<file path="config.mk">
export PLATFORM = sky130hd
export DESIGN_NAME = window_stream_gen
export DESIGN_NICKNAME = d
export VERILOG_FILES = /design/src/rtl/conv_pkg.sv /design/src/rtl/line_buffer.sv /design/src/rtl/window_stream_gen.sv
export SDC_FILE = /design/constraint.sdc
export NUM_CORES = 1
export LEC_CHECK = 0
export CORE_MARGIN = 2
export CORE_UTILIZATION = 40
export DETAILED_ROUTE_END_ITERATION = 8
export PLACE_DENSITY = 0.65
export REMOVE_ABC_BUFFERS = 1
export SETUP_SLACK_MARGIN = 0.15
export SLEW_MARGIN = 20
export SYNTH_ARGS = -nofsm -noshare
export SYNTH_HDL_FRONTEND = slang
export SYNTH_SLANG_ARGS = --single-unit
</file>
<file path="constraint.sdc">
create_clock -name clock -period 10.74 [get_ports clock]
set_clock_uncertainty 0.05 [all_clocks]
set_input_delay 2.148 -clock clock [delete_from_list [all_inputs] [get_ports clock]]
set_output_delay 2.148 -clock clock [all_outputs]
set_load 0.05 [all_outputs]
</file>
<file path="src/rtl/conv_pkg.sv">
// Shared definitions for the convolution front end: the default pixel width,
// the pixel type and the index-width helper used to size the row/column counters.
package conv_pkg;

   localparam int WIDTH_BIT = 8;

   typedef logic [WIDTH_BIT-1:0] pixel_t;

   // Width of an index that ranges over n values, never narrower than one bit.
   function automatic int idx_w(input int n);
      return (n > 1) ? $clog2(n) : 1;
   endfunction

endpackage

</file>
<file path="src/rtl/line_buffer.sv">
// One image row of delay. Every enable shifts the row by one pixel, so dataOut
// is the pixel that was written exactly DEPTH enables earlier.
// Contents are not reset; stale data is never used to form a window.
module line_buffer #(
   parameter int DEPTH = 7,
   parameter int WIDTH = 8
) (
   input  logic             clock,
   input  logic             shiftEn,
   input  logic [WIDTH-1:0] dataIn,
   output logic [WIDTH-1:0] dataOut
);

   logic [WIDTH-1:0] mem [DEPTH];

   // Shift register advancing only on accepted pixels.
   always_ff @(posedge clock) begin
      if (shiftEn) begin
         mem[0] <= dataIn;
         for (int k = 1; k < DEPTH; k++) begin
            mem[k] <= mem[k-1];
         end
      end
   end

   assign dataOut = mem[DEPTH-1];

endmodule

</file>
<file path="src/rtl/window_stream_gen.sv">
// Streaming sliding-window generator. Pixels arrive in raster order; SIZEKer-1
// line buffers supply the upper rows of each new window column, and a
// SIZEKer x SIZEKer register array shifts left once per accepted pixel.
// A window is flagged one cycle after the pixel that completes it.
//
// Handshake: a transfer happens on a rising edge where valid and ready are
// both high. in_ready = !win_valid || win_ready, so a pixel can enter in the
// same cycle the current window leaves. While win_valid && !win_ready every
// win_* output holds and no pixel is accepted. Valid never depends on ready.
module window_stream_gen #(
   parameter int IMG_W     = 7,
   parameter int IMG_H     = 7,
   parameter int SIZEKer   = 3,
   parameter int STRIDE    = 1,
   parameter int WIDTH_BIT = conv_pkg::WIDTH_BIT
) (
   input  logic                                   clock,
   input  logic                                   nreset,
   input  logic [WIDTH_BIT-1:0]                   in_pixel,
   input  logic                                   in_valid,
   output logic                                   in_ready,
   output logic [SIZEKer*SIZEKer*WIDTH_BIT-1:0]   win_data,
   output logic [conv_pkg::idx_w(IMG_H)-1:0]      win_i,
   output logic [conv_pkg::idx_w(IMG_W)-1:0]      win_j,
   output logic                                   win_valid,
   input  logic                                   win_ready,
   output logic                                   win_last
);

   import conv_pkg::*;

   localparam int K  = SIZEKer;
   localparam int CW = idx_w(IMG_W);
   localparam int RW = idx_w(IMG_H);

   localparam logic [CW-1:0] COL_MAX    = CW'(IMG_W - 1);
   localparam logic [CW-1:0] COL_FIRST  = CW'(K - 1);
   localparam logic [CW-1:0] COL_PRE    = CW'(K - 2);
   localparam logic [CW-1:0] COL_PH_MAX = CW'(STRIDE - 1);
   localparam logic [CW-1:0] COL_LAST   = CW'(((IMG_W - K) / STRIDE) * STRIDE + K - 1);
   localparam logic [RW-1:0] ROW_MAX    = RW'(IMG_H - 1);
   localparam logic [RW-1:0] ROW_FIRST  = RW'(K - 1);
   localparam logic [RW-1:0] ROW_PRE    = RW'(K - 2);
   localparam logic [RW-1:0] ROW_PH_MAX = RW'(STRIDE - 1);
   localparam logic [RW-1:0] ROW_LAST   = RW'(((IMG_H - K) / STRIDE) * STRIDE + K - 1);

   logic [CW-1:0]        col, colPh;
   logic [RW-1:0]        row, rowPh;
   logic                 accept, emit, isLast;
   logic [WIDTH_BIT-1:0] lbOut  [K-1];
   logic [WIDTH_BIT-1:0] newCol [K];
   logic [WIDTH_BIT-1:0] win    [K][K];

   assign in_ready = !win_valid || win_ready;
   assign accept   = in_valid && in_ready;

   // Line buffer chain: buffer 0 sees the incoming pixel, each later buffer
   // sees the row delayed by the one before it.
   for (genvar k = 0; k < K - 1; k++) begin : g_lb
      if (k == 0) begin : g_head
         line_buffer #(.DEPTH(IMG_W), .WIDTH(WIDTH_BIT)) u_lb (
            .clock   (clock),
            .shiftEn (accept),
            .dataIn  (in_pixel),
            .dataOut (lbOut[k])
         );
      end else begin : g_tail
         line_buffer #(.DEPTH(IMG_W), .WIDTH(WIDTH_BIT)) u_lb (
            .clock   (clock),
            .shiftEn (accept),
            .dataIn  (lbOut[k-1]),
            .dataOut (lbOut[k])
         );
      end
   end

   // New right-hand column, oldest row on top, current pixel at the bottom.
   always_comb begin
      for (int r = 0; r < K - 1; r++) begin
         newCol[r] = lbOut[K-2-r];
      end
      newCol[K-1] = in_pixel;
   end

   // Phase counters read zero on rows/columns that are a whole stride past the
   // first complete window, which replaces the modulo tests.
   assign emit   = (row >= ROW_FIRST) && (col >= COL_FIRST) &&
                   (rowPh == '0) && (colPh == '0);
   assign isLast = (row == ROW_LAST) && (col == COL_LAST);

   // Raster position and stride phase of the next pixel to be accepted.
   always_ff @(posedge clock or negedge nreset) begin
      if (!nreset) begin
         col   <= '0;
         row   <= '0;
         colPh <= '0;
         rowPh <= '0;
      end else if (accept) begin
         if (col == COL_MAX) begin
            col   <= '0;
            row   <= (row == ROW_MAX) ? '0 : row + 1'b1;
            rowPh <= (row == ROW_PRE || rowPh == ROW_PH_MAX) ? '0 : rowPh + 1'b1;
         end else begin
            col <= col + 1'b1;
         end
         colPh <= (col == COL_PRE || colPh == COL_PH_MAX) ? '0 : colPh + 1'b1;
      end
   end

   // Window shift register and the registered window outputs.
   always_ff @(posedge clock or negedge nreset) begin
      if (!nreset) begin
         for (int r = 0; r < K; r++) begin
            for (int c = 0; c < K; c++) begin
               win[r][c] <= '0;
            end
         end
         win_valid <= 1'b0;
         win_last  <= 1'b0;
         win_i     <= '0;
         win_j     <= '0;
      end else begin
         if (accept) begin
            for (int r = 0; r < K; r++) begin
               for (int c = 0; c < K - 1; c++) begin
                  win[r][c] <= win[r][c+1];
               end
               win[r][K-1] <= newCol[r];
            end
         end
         if (accept && emit) begin
            win_valid <= 1'b1;
            win_last  <= isLast;
            win_i     <= row - ROW_FIRST;
            win_j     <= col - COL_FIRST;
         end else if (win_ready) begin
            win_valid <= 1'b0;
            win_last  <= 1'b0;
         end
      end
   end

   for (genvar r = 0; r < K; r++) begin : g_row
      for (genvar c = 0; c < K; c++) begin : g_col
         assign win_data[(r*K+c)*WIDTH_BIT +: WIDTH_BIT] = win[r][c];
      end
   end

endmodule

</file>
* After elaboration in Yosys (flattened, before gate mapping)
Memory sizes are Yosys's and may differ from the RTL's. A register that Yosys moved wholly into a read port is not among the register bits.
Index checks and enable logic that the tools add are counted.
** Operators by class
- Eq/ne operators :: 4
- Multiplexer cells :: 9
- Reduce and logical (&&, ||, !) cells :: 15
- $lt $le $gt $ge :: 2
- $add $sub $neg :: 6
** Operators with widths (number)
- 3-bit by 1-bit adder with 3-bit output, second input constant :: 4
- 3-bit 2-to-1 mux :: 4
- 3-bit by 1-bit == test with 1-bit output, second input constant :: 2
- 3-bit == test, second input constant :: 2
- 3-bit by 2-bit >= comparator with 1-bit output, second input constant :: 2
- 1-bit logical AND :: 6
- 3-bit zero test :: 2
- 3-bit by 2-bit subtractor with 3-bit output, second input constant :: 2
- 1-bit 2-to-1 mux :: 5
- 1-bit logical OR :: 3
- 1-bit zero test :: 2
- 2-bit AND reduction :: 1
- 2-bit nonzero test :: 1
** Storage, ports and cells
- RAM bits :: 112
- Word-level logic and storage cells :: 54
- Memories kept :: 2
- Bits in registers :: 84
- Output and inout port bits :: 81
** Memories
- g_lb[0].g_head.u_lb.mem :: depth 7, bits a word 8, read ports 7, clocked after memory_dff 0, write ports 7, RTL line line_buffer.sv:14 : logic [WIDTH-1:0] mem [DEPTH];
- g_lb[1].g_tail.u_lb.mem :: depth 7, bits a word 8, read ports 7, clocked after memory_dff 1, write ports 7, RTL line line_buffer.sv:14

* Longest topological paths before layout
- Depth after elaboration :: 6
- Gate-level depth with buffers :: 7
- Mapped depth without buffers :: 6

* Hierarchy
A second synthesis with hierarchy kept.
** Second synthesis, totals
- Cells, all modules :: 511
- Area, all modules :: 7059.3 um^2
** By module, submodules not included
- window_stream_gen :: instances 1, area an instance 3696.0 um^2, cells an instance 399
- line_buffer :: instances 2, area an instance 1681.6 um^2, cells an instance 56

* Least setup slack after synthesis
OpenSTA, ideal clock, no wires.
- Path type :: input port to flip-flop
- Start :: input win_ready
- End :: memory g_lb[0].g_head.u_lb.mem[0][0], enable pin
- Stages on the path :: 5
- Slack :: 4.091 ns
- Data arrival time :: 6.079 ns
- Library setup time :: 0.520 ns
- Data required time :: 10.170 ns
- Cell sequence :: nand2b_1 -> clkbuf_2 -> nand2_1 -> inv_2 -> clkbuf_1
** RTL lines
- start, declared :: RTL line window_stream_gen.sv:26 : input logic win_ready,
- end, declared :: RTL line line_buffer.sv:14

* Final worst setup path
- Start :: input win_ready
- End :: output in_ready
** Between the ends
- Word-level cells in the longest chain between the ends :: 1
** Ends and longest elaborated chain
- 1-bit logical OR :: RTL line window_stream_gen.sv:54 : assign in_ready = !win_valid || win_ready;
- end, declared :: RTL line window_stream_gen.sv:21 : output logic in_ready,
No other way between the ends.

==> results.json <==
{
  "synth-compound-area-share_pct": 1.75,
  "slew_violations": 0,
  "final_util_pct": 51.8,
  "place_area_sq_mm": 0.00823,
  "seqCellArea_sq_mm": 0.00567,
  "timing_worst_setup_path_type": "primary input to output port",
  "cts.clk_slew.worst_paths_ns": 0.06,
  "cts_tree": "done",
  "firstDrtPassIters": 4,
  "finalPower_uw": 2640,
  "ys_async_sr_fraction_pct": 45.1,
  "powerDensity_mw_per_mm2": 295,
  "syn_area_sq_mm": 0.00708,
  "io-pin-count": 93,
  "diodes": 0,
  "cts_sinks": 204,
  "area_delta_synth_final_pct": 26.6,
  "end_kind": "output port",
  "final_layout_size_suffix_gt1_share_pct": 8.60,
  "rows": 48,
  "reg2reg_setup_slack_ns": 7.56,
  "postCtsSetupBuffers": 0,
  "fin_setup_tns_ns": 0,
  "hold_buffers": 0,
  "switchingPower_uw": 935,
  "grt_max_degree": 106,
  "whs_ns": 0.364,
  "ys.flop_type": "edfxtp_1",
  "die-area_sq_mm": 0.0188,
  "fmax_ghz": 0.168,
  "rsz0062_at_grt": "false",
  "synthMuxAreaShare_pct": 1.52,
  "synth_top_cell_by_area": "edfxtp_1",
  "rr_worst_depth": 5,
  "yosysSeqAreaShare_pct": 80.1,
  "power.share.switching_pct": 35.3,
  "endpoint": "in_ready",
  "clock_latency_ns": 0.49,
  "synth_cell_types": 33,
  "grt-ovfl-total": 0,
  "synth_edf_count": 112,
  "numCtsBuffers": 22,
  "setup_viol": 0,
  "antenna_found_initial": 0,
  "vias_per_cell": 4.66,
  "drt_wl_total_mm": 11.4,
  "fillCellCount": 1451,
  "antenna_left": 0,
  "clockBufferDepth": 3,
  "finalCritPeriodShare_pct": 55.5,
  "period_needed_ns": 5.96,
  "synth_top_area_share_pct": 47.5,
  "timing.slew.headroom_pct": 34.7,
  "combPwrFrac_pct": 29.6,
  "nets": 630,
  "cts-root-buf": "clkbuf_16",
  "start_util_pct": 40.9,
  "synth_most_common_cell": "nand2_1",
  "power_frac_clock_pct": 28.0,
  "synth_top_family_by_area": "simple AND/OR/NAND/NOR gates",
  "synthesis.instances": 510,
  "yosys.area_share.xor_xnor_pct": 0,
  "irDropWorstVdd_mv": 0.179,
  "route.vias.total": 3977,
  "critPathLaunch": "win_ready",
  "cts.repair.resized": 0,
  "p_leak_uw": 0.00383,
  "r2r_start": "win_valid$_DFFE_PN0P_",
  "ys_ff_latch": 204,
  "crit_arrival_ns": 3.76,
  "wl_per_cell_microns": 13.3,
  "grt_first_pass_wirelength_mm": 18.7,
  "yosys.area_share.simple_pct": 13.9,
  "die_h_microns": 137,
  "outcome": "finished clean",
  "crit_required_ns": 8.54,
  "worstMarginPinSlew_ns": 0.980,
  "drc": 0,
  "multi_input_area_sq_mm": 0.00129,
  "synthAdderAreaFrac_pct": 1.06,
  "finalInstanceArea_sq_mm": 0.00896,
  "yosysWarningCount": 0,
  "portBuffers": 92,
  "seqPwrFrac_pct": 42.4,
  "hp-start": "g_lb[1].g_tail.u_lb.mem[5][1]$_DFFE_PP_",
  "grt_util_all_layers_pct": 12.4,
  "dp_hpwl_mm": 6.32,
  "core-area_sq_mm": 0.0173,
  "synth.top_cells.by_area": "edfxtp_1, dfrtp_1, nand2_1",
  "grt_pass1_vias": 3878,
  "hold_violations": 0,
  "cell_internal_pwr_uw": 1710,
  "hp-class": "register to register",
  "drv_cap": 0,
  "htree_levels": 1,
  "drt_iter0_drc": 262,
  "die_w_microns": 137,
  "cp_max_fo": 6,
  "reg2reg_to": "g_lb[1].g_tail.u_lb.mem[3][3]$_DFFE_PP_",
  "avgSynthCellArea_sq_um": 13.9,
  "startpoint_type": "primary input",
  "place_congestion": 0.733,
  "synth_common_cells": "nand2_1, edfxtp_1, dfrtp_1, inv_1, buf_2"
}
## power by group through the flow
stage               clock network, uW  logic [uW]  registers (uW)
floorplan                           0         190            1460
global placement                    0         775            1120
detailed placement                  0         790            1130
CTS                               765         793            1120
global route                      801         834            1140
finish                            741         783            1120
## cell usage in the layout, fill, tap and decap left out, types with 2 or more instances in the layout
cell,Yosys,final
mux2_2,6,6
o21ai_0,7,7
clkbuf_1,7,4
o22ai_1,2,2
nand3_1,2,2
inv_1,10,10
nand2_1,223,222
a21oi_1,2,2
o2bb2ai_1,2,2
buf_4,0,4
edfxtp_1,112,112
inv_6,0,2
clkinv_2,0,5
clkinvlp_4,0,2
nand2b_1,5,5
clkdlybuf4s50_1,0,91
clkbuf_16,0,24
mux2i_1,4,4
dfrtp_1,92,92
nor2_1,3,3
ha_1,6,6
clkbuf_8,0,2
## per-layer routing
layer | track usage (%) | share of wire (%)
met4 | 4.24 | 3.0
met5 | 0 | 0
met1 | 16.1 | 45
met3 | 3.37 | 6.0
met2 | 20.0 | 46
## critical path, stage by stage
cell and delay (ns):
clkdlybuf4s50_1 0.47, nand2b_1 0.28, clkdlybuf4s50_1 0.86
## state kept, by name (all words and copies together) (netlist names), 3 cells and up
signal                cells
g_lb.g_tail.u_lb.mem     56
rowPh                     3
colPh                     3
g_lb.g_head.u_lb.mem     56
win_j                     3
win_i                     3
row                       3
col                       3
win_data                 72
## worst min-delay path by stage
stage,endpoint,cells past startpoint
after CTS,g_lb[1].g_tail.u_lb.mem[4][6]$_DFFE_PP_,0
after detailed placement,g_lb[0].g_head.u_lb.mem[6][7]$_DFFE_PP_,0
after global routing,g_lb[0].g_head.u_lb.mem[4][3]$_DFFE_PP_,0
final,g_lb[1].g_tail.u_lb.mem[6][1]$_DFFE_PP_,0
after floorplan,g_lb[0].g_head.u_lb.mem[1][0]$_DFFE_PP_,0
after global placement,g_lb[0].g_head.u_lb.mem[1][3]$_DFFE_PP_,0
## cells by family after synthesis
family / after synthesis
flops: 204
buf+inv: 29
simple gates: 243
compound gates: 18
mux: 10
fa+ha+maj: 6
## through the flow
step	cells	setup slack, ns
after floorplan	493	3.98
after global placement	813	4.81
after detailed placement	813	4.78
after CTS	853	4.78
after global routing	853	4.75
final	853	4.78
## layout make-up
cell class / count / area share [%]
clock inverter: 10 / 0.978
tap: 225 / 3.14
multi-input combinational: 277 / 14.4
clock buffer: 30 / 7.18
timing repair buffer: 95 / 10.5
sequential: 204 / 63.2
inverter: 12 / 0.559
Power figures use the tool's default switching activity.
